### config.mk
export PLATFORM = sky130hd
export DESIGN_NAME = fetch_unit
export DESIGN_NICKNAME = d
export VERILOG_FILES = /design/src/rtl/fetch_unit_pkg.sv /design/src/rtl/fetch_unit_fifo.sv /design/src/rtl/fetch_unit.sv
export SDC_FILE = /design/constraint.sdc
export NUM_CORES = 1
export LEC_CHECK = 0
export ABC_CLOCK_PERIOD_IN_PS = 4600
export BUFFER_PORTS_ARGS = -buffer_cell sky130_fd_sc_hd__clkbuf_2
export CORE_AREA = 2 2 137 139
export CTS_BUF_LIST = sky130_fd_sc_hd__clkbuf_8
export DETAILED_ROUTE_END_ITERATION = 10
export DIE_AREA = 0 0 139 141
export PLACE_DENSITY = 0.85
export SYNTH_ARGS = -nofsm -noshare
export SYNTH_HDL_FRONTEND = slang
export SYNTH_SLANG_ARGS = --single-unit
### constraint.sdc
create_clock -name Clock -period 4.6 [get_ports Clock]
set_clock_uncertainty 0.05 [all_clocks]
set_input_delay 0.92 -clock Clock [delete_from_list [all_inputs] [get_ports Clock]]
set_output_delay 0.92 -clock Clock [all_outputs]
set_load 0.02 [all_outputs]
### src/rtl/fetch_unit_pkg.sv
// Shared constants and redirect encoding for the instruction fetch stage.
package fetch_unit_pkg;

    // Byte distance between consecutive instruction words
    localparam int unsigned PC_INC = 4;

    // Branch offsets count words, so they are scaled to bytes by this shift
    localparam int unsigned BR_SHIFT = 2;

    // Default fetch address after reset
    localparam logic [31:0] RESET_PC_DEFAULT = 32'h0000_0000;

    // Which redirect source steers the PC this cycle
    typedef enum logic [1:0] {
        REDIR_NONE   = 2'd0,
        REDIR_BRANCH = 2'd1,
        REDIR_JUMP   = 2'd2
    } redirect_e;

    // An absolute jump outranks a taken branch raised in the same cycle
    function automatic redirect_e redirect_select(input logic jump, input logic taken);
        if (jump) begin
            return REDIR_JUMP;
        end else if (taken) begin
            return REDIR_BRANCH;
        end
        return REDIR_NONE;
    endfunction

endpackage

### src/rtl/fetch_unit_fifo.sv
// Prefetch FIFO: DEPTH entries of {pc, instruction} with flush, push, pop and count.
module fetch_fifo #(
    parameter int DEPTH = 2,
    parameter int WIDTH = 64,
    localparam int PTR_W = (DEPTH > 1) ? $clog2(DEPTH) : 1,
    localparam int CNT_W = $clog2(DEPTH + 1)
) (
    input  logic             Clock,
    input  logic             Reset,
    input  logic             flush,
    input  logic             push,
    input  logic [WIDTH-1:0] push_data,
    input  logic             pop,
    output logic [WIDTH-1:0] head_data,
    output logic [CNT_W-1:0] count
);

    logic [WIDTH-1:0] mem [DEPTH];
    logic [PTR_W-1:0] rd_ptr;
    logic [PTR_W-1:0] wr_ptr;
    logic             do_push;
    logic             do_pop;

    function automatic logic [PTR_W-1:0] ptr_next(input logic [PTR_W-1:0] p);
        return (p == PTR_W'(DEPTH - 1)) ? '0 : p + PTR_W'(1);
    endfunction

    // A push into a full FIFO is only taken when the head leaves in the same cycle
    assign do_pop    = pop && (count != '0);
    assign do_push   = push && ((count < CNT_W'(DEPTH)) || do_pop);
    assign head_data = mem[rd_ptr];

    // Storage, pointers and occupancy; flush empties the FIFO without touching storage
    always_ff @(posedge Clock or negedge Reset) begin
        if (!Reset) begin
            for (int i = 0; i < DEPTH; i++) begin
                mem[i] <= '0;
            end
            rd_ptr <= '0;
            wr_ptr <= '0;
            count  <= '0;
        end else if (flush) begin
            rd_ptr <= '0;
            wr_ptr <= '0;
            count  <= '0;
        end else begin
            if (do_push) begin
                mem[wr_ptr] <= push_data;
                wr_ptr      <= ptr_next(wr_ptr);
            end
            if (do_pop) begin
                rd_ptr <= ptr_next(rd_ptr);
            end
            count <= count + CNT_W'(do_push) - CNT_W'(do_pop);
        end
    end

endmodule

### src/rtl/fetch_unit.sv
// Fetch stage: PC, single outstanding memory request, prefetch FIFO and branch/jump redirect.
module fetch_unit
    import fetch_unit_pkg::*;
#(
    parameter int                ADDR_W   = 32,
    parameter logic [ADDR_W-1:0] RESET_PC = ADDR_W'(RESET_PC_DEFAULT),
    parameter int                DEPTH    = 2
) (
    input  logic              Clock,
    input  logic              Reset,
    input  logic              B,
    input  logic              Z,
    input  logic [ADDR_W-1:0] br_pc,
    input  logic [31:0]       br_offset,
    input  logic              jump,
    input  logic [ADDR_W-1:0] jump_target,
    output logic              imem_req,
    output logic [ADDR_W-1:0] imem_addr,
    input  logic              imem_ready,
    input  logic              imem_rvalid,
    input  logic [31:0]       imem_rdata,
    output logic              inst_valid,
    output logic [31:0]       inst,
    output logic [ADDR_W-1:0] inst_pc,
    input  logic              inst_ready
);

    localparam int CNT_W = $clog2(DEPTH + 1);

    logic [ADDR_W-1:0]    pc;
    logic [ADDR_W-1:0]    req_pc;
    logic                 outstanding;
    logic                 drop;
    logic [CNT_W-1:0]     count;
    logic                 accept;
    logic                 response;
    logic                 push;
    logic                 pop;
    logic                 redirect;
    redirect_e            redirect_kind;
    logic [ADDR_W+31:0]   offset_wide;
    logic [ADDR_W-1:0]    branch_target;
    logic [ADDR_W-1:0]    redirect_target;
    logic [ADDR_W+31:0]   head;

    // Only one request may be in flight, so the FIFO-space test reduces to count < DEPTH
    assign imem_req  = Reset && !outstanding && (count < CNT_W'(DEPTH));
    assign imem_addr = pc;
    assign accept    = imem_req && imem_ready;
    assign response  = imem_rvalid && outstanding;

    assign redirect_kind = redirect_select(jump, B && Z);
    assign redirect      = (redirect_kind != REDIR_NONE);

    // Responses that were flagged stale, or that land in a redirect cycle, never reach decode
    assign push       = response && !drop && !redirect;
    assign pop        = inst_valid && inst_ready && !redirect;
    assign inst_valid = (count != '0);
    assign inst       = head[31:0];
    assign inst_pc    = head[ADDR_W+31:32];

    // Redirect target: PC-relative branch with sign-extended word offset, or word-aligned jump
    always_comb begin
        offset_wide     = {{ADDR_W{br_offset[31]}}, br_offset} << BR_SHIFT;
        branch_target   = br_pc + ADDR_W'(PC_INC) + offset_wide[ADDR_W-1:0];
        redirect_target = pc;
        case (redirect_kind)
            REDIR_JUMP:   redirect_target = {jump_target[ADDR_W-1:2], 2'b00};
            REDIR_BRANCH: redirect_target = branch_target;
            default:      redirect_target = pc;
        endcase
    end

    // PC, in-flight request tracking and the flag that discards a response fetched before a redirect
    always_ff @(posedge Clock or negedge Reset) begin
        if (!Reset) begin
            pc          <= RESET_PC;
            req_pc      <= '0;
            outstanding <= 1'b0;
            drop        <= 1'b0;
        end else begin
            if (accept) begin
                outstanding <= 1'b1;
                req_pc      <= pc;
            end else if (response) begin
                outstanding <= 1'b0;
            end

            if (redirect) begin
                drop <= (outstanding && !imem_rvalid) || accept;
            end else if (response && drop) begin
                drop <= 1'b0;
            end

            if (redirect) begin
                pc <= redirect_target;
            end else if (accept) begin
                pc <= pc + ADDR_W'(PC_INC);
            end
        end
    end

    fetch_fifo #(
        .DEPTH (DEPTH),
        .WIDTH (ADDR_W + 32)
    ) u_fifo (
        .Clock     (Clock),
        .Reset     (Reset),
        .flush     (redirect),
        .push      (push),
        .push_data ({req_pc, imem_rdata}),
        .pop       (pop),
        .head_data (head),
        .count     (count)
    );

endmodule
==> run metrics <==
I/O pins 234; worst vdd ir around 0.00027 V; gr usage total 0.261; Worst Max-Slew Pin Slew 0.922 ns; yosys warns 0; Clock Path Buffers 2; crit path kind input pin to flip-flop; CTS hold repair buffers 0; Post-Synthesis Cell Area 0.0109 sq mm; drt via density 5.73; Yosys top cell by area dfrtp_1; sequential area share after synthesis 0.454; vias in the first global route 8,379; TritonCTS clock tree built; Post-CTS Setup Bufs 0; crit path DAT 4.01 ns; chip height 141 um; FP Rows 50; via count 8,449; crit share post-route 0.805; Mean Syn Cell Area approximately 11 sq um; ANT nets after route 0; DRC viols 0; H-tree Lvls 4; fin util 0.697; area grow syn2layout 16.5%; PortBufs 229; Final setup viols 0; Initial Util 0.598; total CTS buffers 17; Die W 139 um; ys async rst share 1.00; Max Cap Viol 0; antenna cells 0; clock sink count 198; Rel. slew slack 0.385; area share of the largest cell type after synthesis 0.454; class of the worst hold path flip-flop to flip-flop; first-pass GRT wire length 41,500 um; DIE AREA 0.0196 sq mm; Final nets between 1,000 and 1,500; Routed wire per std cell 17.1 um; Final Wtd Congestion around 0.91; PnR Total Power 5.19 mW; RSZ-0062 raised after global routing false; hold slack 0.457 ns; Post-synth EDFFs 0; status completed; share of layout cells above drive strength 1 0.386; core area 0.0183 sq mm; Sw Share 0.342; CP endpoint kind flip-flop; crit path launch type input pin; post-cts sizing count 0; Reg power frac 0.445; setup tns final 0 ns; Final Critical Period around 3.7 ns; clock latency on the worst-skew pair between 0.4 and 0.5 ns; routed wire length around 25,000 um; switching pwr 1.77 mW; Critical Path Fanout Max 5; hpwl dp 18,700 um; antenna violations before repair 0; pin count of the biggest net entering global routing 77; Pre-antenna DRT Iters 5; Data required, critical path 4.90 ns; DRT iter0 DRCs 617; Hold Violations, Final 0; grt ovf 0; Slew Limit Fails 0; Syn Nets 1,206; Pleak 6.54 nW; Mapped Cells 1,009; Power Internal 3.41 mW; Fillers between 1,000 and 1,500; Comb pwr share 0.337; Reg clk slew, reported paths 0.09 ns; Clock power frac 0.218; upper clock frequency limit ~270 MHz; Synth Register Bits 198; Synth area leaders dfrtp_1 (45%), mux2_2 (20%), ha_1 (6.9%), nand2_1 (5.4%), a21oi_1 (2.7%); CTS Root Buffer Type clkbuf_8; Power Density 408 mW/mm^2; ys flop type dfrtp_1; Synth cell types 64
## power by group through the flow
stage	clock network (mW)	registers (mW)	logic, mW
floorplan	0	2.31	1.19
global placement	0	2.31	1.72
global route	1.22	2.35	1.90
CTS	1.15	2.31	1.76
detailed placement	0	2.34	1.75
finish	1.13	2.31	1.75
## synth_stat cells, types with 4 or more instances
| cell type | n |
|---|---|
| inv_1 | 15 |
| buf_2 | 6 |
| a2bb2oi_1 | 5 |
| dfrtp_1 | 198 |
| a21oi_1 | 58 |
| nor3_1 | 7 |
| buf_1 | 4 |
| or3_1 | 5 |
| xnor2_1 | 22 |
| and3_1 | 16 |
| xor2_1 | 19 |
| a21o_1 | 15 |
| o21a_1 | 6 |
| o21ai_0 | 37 |
| a22oi_1 | 6 |
| nor2_1 | 35 |
| nor3b_1 | 4 |
| nand2_1 | 157 |
| nand2b_1 | 4 |
| clkbuf_1 | 34 |
| nand4_1 | 9 |
| a31oi_1 | 9 |
| mux2_2 | 193 |
| nand3_1 | 21 |
| o22ai_1 | 5 |
| ha_1 | 60 |
| o211ai_1 | 5 |
## logic make-up after synthesis
logic type               synth area share
AO/OA/AOI/OAI                       0.106
XOR/XNOR                           0.0329
adder cells (fa/ha/maj)            0.0706
buffers and inverters              0.0213
flip-flops                          0.454
multiplexers                        0.200
AND/OR/NAND/NOR                     0.116
## stage by stage
step	instance area (sq um)	instances	worst slack, ns
6_report	12700	1474	0.897
5_1_grt	12700	1474	0.764
4_1_cts	12700	1474	0.913
3_5_place_dp	12300	1444	0.411
3_3_place_gp	12300	1444	0.470
2_1_floorplan	10900	1009	0.751
## layout by cell type, fill, tap and decap left out, drive strengths merged, types with 19 or more instances in the layout
master  count
xor2       19
nand2     157
clkbuf    248
nor2       35
o21ai      40
xnor2      22
dfrtp     198
a21oi      58
inv        19
mux2      193
nand3      21
ha         60
## layout make-up
cell class	count	area, sq um	share of cell area
Multi-Input combinational cell	751	5740	0.451
Clock buffer	19	262	0.0205
Sequential cell	198	4960	0.389
Tap cell	234	293	0.0230
Timing Repair Buffer	245	1270	0.100
Inverter	16	60.1	0.00472
Clock inverter	11	136	0.0107
## worst max-delay path, stage by stage
cell and delay (ns):
clkbuf_2 0.08, ha_1 0.28, ha_1 0.23, fa_1 0.41
a21o_1 0.24, a221oi_4 0.35, a2111oi_2 0.18, nor4b_4 0.35
nor3b_1 0.12, or4_1 0.48, and3_1 0.20, o22a_1 0.17
## registers in the layout, summed over array words and instances, names as in the netlist
| name | flops |
|---|---|
| req_pc | 32 |
| drop | 1 |
| u_fifo.count | 2 |
| imem_addr | 32 |
| outstanding | 1 |
| u_fifo.rd_ptr | 1 |
| u_fifo.mem | 128 |
| u_fifo.wr_ptr | 1 |
## routing by layer
metal	vias to the layer above	wire length, um	GRT usage	share of wire
li1	4072	-	-	-
met1	4069	11200	0.353	0.44
met2	272	12200	0.434	0.48
met3	36	1390	0.0476	0.055
met4	0	457	0.0824	0.018
met5	-	0	0	0
## final timing paths
kind | start | endpoint | slack [ns] | cells after the start
worst max-delay path | br_pc[3] | imem_addr[27]$_DFFE_PN0P_ | 0.90 | 12
worst min-delay path | u_fifo.mem[32]$_DFFE_PN0P_ | u_fifo.mem[32]$_DFFE_PN0P_ | 0.46 | 1
worst max register to register | imem_addr[9]$_DFFE_PN0P_ | imem_addr[26]$_DFFE_PN0P_ | 1.84 | 7
worst min register to register | u_fifo.mem[32]$_DFFE_PN0P_ | u_fifo.mem[32]$_DFFE_PN0P_ | 0.46 | 1
max in group asynchronous | Reset | u_fifo.rd_ptr$_DFFE_PN0P_ | 2.35 | 3
min in group asynchronous | Reset | u_fifo.mem[124]$_DFFE_PN0P_ | 0.58 | 2
Power figures use the tool's default switching activity.
